<file path="src/rtl/alu_unit.sv">
// 32-bit execute-stage ALU: combinational result/zero plus an enable-gated output register.
// Define ALU_FLAGS_EN to add carry/overflow/negative flags and their registered copies.
module alu_unit #(
    parameter int WIDTH = 32
) (
    input  logic             clk,
    input  logic             reset,
    input  logic             en,
    input  logic [WIDTH-1:0] a,
    input  logic [WIDTH-1:0] b,
    input  logic [2:0]       alucontrol,
    output logic [WIDTH-1:0] result,
    output logic             zero,
    output logic [WIDTH-1:0] result_q,
    output logic             zero_q
`ifdef ALU_FLAGS_EN
    ,
    output logic             carry,
    output logic             overflow,
    output logic             negative,
    output logic             carry_q,
    output logic             overflow_q,
    output logic             negative_q
`endif
);

    typedef enum logic [2:0] {
        OP_AND = 3'b000,
        OP_OR  = 3'b001,
        OP_ADD = 3'b010,
        OP_SUB = 3'b110,
        OP_SLT = 3'b111
    } alu_op_e;

    localparam int MSB = WIDTH - 1;

    logic [WIDTH-1:0] sum;
    logic [WIDTH-1:0] diff;
    logic             slt_bit;

`ifdef ALU_FLAGS_EN
    logic add_cout;
    logic sub_cout;

    // Subtract as a + ~b + 1 so the carry-out is the no-borrow flag.
    assign {add_cout, sum}  = {1'b0, a} + {1'b0, b};
    assign {sub_cout, diff} = {1'b0, a} + {1'b0, ~b} + (WIDTH+1)'(1);
`else
    assign sum  = a + b;
    assign diff = a - b;
`endif

    // True signed compare; sign of (a-b) alone is wrong when the subtraction overflows.
    assign slt_bit = $signed(a) < $signed(b);

    always_comb begin
        result = '0;
        case (alucontrol)
            OP_AND:  result = a & b;
            OP_OR:   result = a | b;
            OP_ADD:  result = sum;
            OP_SUB:  result = diff;
            OP_SLT:  result = {{(WIDTH-1){1'b0}}, slt_bit};
            default: result = '0;
        endcase
    end

    assign zero = (result == '0);

`ifdef ALU_FLAGS_EN
    always_comb begin
        carry    = 1'b0;
        overflow = 1'b0;
        case (alucontrol)
            OP_ADD: begin
                carry    = add_cout;
                overflow = (a[MSB] == b[MSB]) && (sum[MSB] != a[MSB]);
            end
            OP_SUB: begin
                carry    = sub_cout;
                overflow = (a[MSB] != b[MSB]) && (diff[MSB] != a[MSB]);
            end
            default: begin
                carry    = 1'b0;
                overflow = 1'b0;
            end
        endcase
    end

    assign negative = result[MSB];
`endif

    logic [WIDTH-1:0] result_d;
    logic             zero_d;

    always_comb begin
        result_d = result_q;
        zero_d   = zero_q;
        if (en) begin
            result_d = result;
            zero_d   = zero;
        end
    end

    always_ff @(posedge clk or posedge reset) begin
        if (reset) begin
            result_q <= '0;
            zero_q   <= 1'b1;
        end else begin
            result_q <= result_d;
            zero_q   <= zero_d;
        end
    end

`ifdef ALU_FLAGS_EN
    logic carry_d;
    logic overflow_d;
    logic negative_d;

    always_comb begin
        carry_d    = carry_q;
        overflow_d = overflow_q;
        negative_d = negative_q;
        if (en) begin
            carry_d    = carry;
            overflow_d = overflow;
            negative_d = negative;
        end
    end

    always_ff @(posedge clk or posedge reset) begin
        if (reset) begin
            carry_q    <= 1'b0;
            overflow_q <= 1'b0;
            negative_q <= 1'b0;
        end else begin
            carry_q    <= carry_d;
            overflow_q <= overflow_d;
            negative_q <= negative_d;
        end
    end
`endif

endmodule

</file>
<file path="config.mk">
export PLATFORM = sky130hd
export DESIGN_NAME = alu_unit
export DESIGN_NICKNAME = d
export VERILOG_FILES = /design/src/rtl/alu_unit.sv
export SDC_FILE = /design/constraint.sdc
export NUM_CORES = 1
export LEC_CHECK = 0
export ABC_CLOCK_PERIOD_IN_PS = 5300
export CAP_MARGIN = 10
export CORE_MARGIN = 2
export CORE_UTILIZATION = 47
export CTS_BUF_LIST = sky130_fd_sc_hd__clkbuf_8
export DETAILED_ROUTE_END_ITERATION = 12
export PLACE_DENSITY = 0.8
export SLEW_MARGIN = 20
export SYNTH_ARGS = -nofsm -noshare
export SYNTH_HDL_FRONTEND = slang
export SYNTH_SLANG_ARGS = --single-unit
</file>
<file path="constraint.sdc">
create_clock -name clk -period 5.3 [get_ports clk]
set_input_delay 0.795 -clock clk [delete_from_list [all_inputs] [get_ports clk]]
set_output_delay 0.795 -clock clk [all_outputs]
set_load 0.05 [all_outputs]
</file>
==> impl_metrics.ini <==
[status]
status = finished clean

[floorplan]
die_height_um = 126
die_w_um = 126
rows = 44
io-pin-count = 136
design.die.area_mm2 = 0.0158
floorplan_core_area_mm2 = 0.0145
initial_utilization = 0.480

[clock_tree]
cts_hold_buffers = 0
clkSinkCount = 33
buffers_from_clock_root_to_sink_at_most = 2
cts.root.buffer_cell = clkbuf_8
worst_skew_pair_latency_ns = 0.29
htree_levels = 2
cts_tree = done
path_clk_slew_ns = 0.07
cts_buffers = 5

[timing]
setup_tns_ns = 0
final-setup-viol-count = 0
max-slew-margin-rel = 0.533
worst_slew_pin_slew_ns = 0.696
fmax_mhz = 191
fin_worst_skew_ns = 0
final_max_slew_viol_count = 0
layout_worst_path_cycle_share = 0.986
timing_hold_violations_final = 0
final.min_clock_period_ns = 5.22

[setup_path]
crit_path_dat_ns = 4.43
worst_setup_path_start_kind = primary input
cp.required_ns = 4.51
crit_path_class = in2out
cp_max_fo = 9
timing.critical_path.to_type = output pin

[synth]
synth_common_cells = nor2_1 (126), inv_1 (107), ha_1 (98)
synth_cells = 1013
synth_nets = 1183
mean_instance_size_in_the_synthesized_netlist_um2 = 6.86
synth_cell_area_mm2 = 0.00695
yosysUniqueCellTypes = 78
ys_warn_count = 0
synth.top_cell.area_share = 0.176
synthDominantAreaCellType = ha_1
synth-edff-count = 0
synth.top_cells.by_area = ha_1 (18%), dfrtp_1 (12%), nor2_1 (6.8%)
flip_flop_and_latch_count_after_synthesis = 33
post-synth-top-count-cell = nor2_1
synth_seq_area_share = 0.119
ys_async_sr_fraction = 1.00
postSynth.topFlopCell = dfrtp_1

[detailed_routing]
drt_pass1_iterations = 8
drtAntennaViolNets = 0
num_vias = 8436
detailedRoute.firstIterationViolations = 1001
post-route-drc-count = 0
viasPerCell = 6.08
route.detailed.wl_per_inst_um = 18.8
totalWireLength_mm = 26.1

[layout]
post_route_cells_drive_above_1_share = 0.176
final_design_area_no_fill_mm2 = 0.00958
layoutNonFillerInstCount = 1387
antenna_cells = 0
area_growth_syn_to_layout_pct = 37.8
final_nets = 1372

[global_route]
grt_antenna_before_repair = 0
first_pass_grt_wire_length_mm = 41.4
grt_start_max_net_pins = 40
grt.overflow.total = 0
number_of_global_route_vias_before_repair = 8102
grt_usage = 0.320

[power_and_ir_drop]
total_power_w = 0.00183
power.leakage_nw = 4.35
ir_worst_vdd_v = 0.000188
pwr_density_cell_mw_per_mm2 = 191

[placement]
globalplace.congestion = 1.01
numPortBuffers = 135
place_inst = 1371
area_post_placement_mm2 = 0.00911
hpwlAfterDp_mm = 21.2

[min_path]
worstHoldPathType = reg2reg

[job]
cap_viol_max_count = 0
## worst max-delay path: stages
cell	delay [ns]
clkdlybuf4s50_1	0.50
inv_1	0.09
ha_4	0.33
nor2b_1	0.09
nor4_1	0.49
a211oi_2	0.17
buf_4	0.18
buf_4	0.13
o2111ai_1	0.32
a21oi_1	0.12
nor3_1	0.15
o22ai_1	0.24
nor3_2	0.28
nand3_1	0.11
nor3_2	0.23
clkbuf_16	0.21
## stage by stage
| step | setup WS [ns] | utilization | hold slack (ns) |
|---|---|---|---|
| finish | 0.0757 | 0.662 | 0.492 |
| global route | -0.0418 | 0.662 | 0.498 |
| CTS | 0.0280 | 0.639 | 0.491 |
| global placement | 0.0436 | 0.629 | 0.475 |
| floorplan | 0.234 | - | 0.589 |
| detailed placement | -0.0749 | 0.629 | 0.484 |
## cell usage in the layout, fill, tap and decap left out, drive strengths merged, types with 8 or more instances in the layout
cell	instances
nand2b	10
nor2	126
o22ai	11
o211ai	26
nor3	33
a22oi	8
a21oi	82
nor4	17
and3	10
clkdlybuf4s50	102
o21ai	55
inv	112
mux2	13
o31ai	14
nand3	30
nand4	18
nand2	75
nor2b	21
a211oi	19
dfrtp	32
ha	98
xnor2	10
mux2i	24
buf	131
## where the power goes
| part | internal, W | total (W) | switching, W |
|---|---|---|---|
| combinational | 0.000496 | 0.00128 | 0.000786 |
| sequential | 0.000287 | 0.000305 | 0.0000184 |
| clock | 0.000151 | 0.000246 | 0.0000945 |
| total | 0.000934 | 0.00183 | 0.000899 |
## layout make-up
type	instances	area [um^2]
clock buffers	6	82.6
clock inverters	2	33.8
inverters	112	420
repair buffers	240	2240
well taps	184	230
multi-input cells	810	5750
fillers	1296	4900
flip-flops and latches	33	827
## final timing paths
check	from	endpoint	slack, ns	cells after the start
worst max-delay path	b[7]	zero	0.08	16
worst min-delay path	zero_q$_DFFE_PP1P_	zero_q$_DFFE_PP1P_	0.49	1
worst max register to register	result_q[29]$_DFFE_PP0P_	result_q[29]$_DFFE_PP0P_	4.53	1
worst min register to register	zero_q$_DFFE_PP1P_	zero_q$_DFFE_PP1P_	0.49	1
max in group asynchronous	reset	zero_q$_DFFE_PP1P_	4.05	3
min in group asynchronous	reset	result_q[20]$_DFFE_PP0P_	0.92	3
## sequential cells by signal, summed over array words and instances, names as in the netlist
signal	cells
result_q	32
zero_q	1
## kinds of logic after synthesis
logic type	Yosys count	share of synthesized area
adder cells (fa/ha/maj)	100	0.182
AO/OA/AOI/OAI	288	0.273
multiplexers	37	0.0556
XOR/XNOR	13	0.0164
buffers and inverters	170	0.0947
flip-flops	33	0.119
AND/OR/NAND/NOR	372	0.259
## what timing repair did
item | 4_1_cts | 5_1_grt
gates resized for setup | 5 | 57
pin swaps | 1 | 16
buffers inserted | 0 | 8
endpoints found under the setup margin | 1 | 2
gates cloned | 0 | 0
## layer usage
layer / vias to the layer above / global-route usage / routed length, um
li1: 3992 / - / -
met1: 3905 / 0.413 / 10700
met2: 437 / 0.540 / 12200
met3: 102 / 0.0391 / 1870
met4: 0 / 0.139 / 1380
met5: - / 0 / 0
Note: power is estimated with default switching activity, not from simulation.
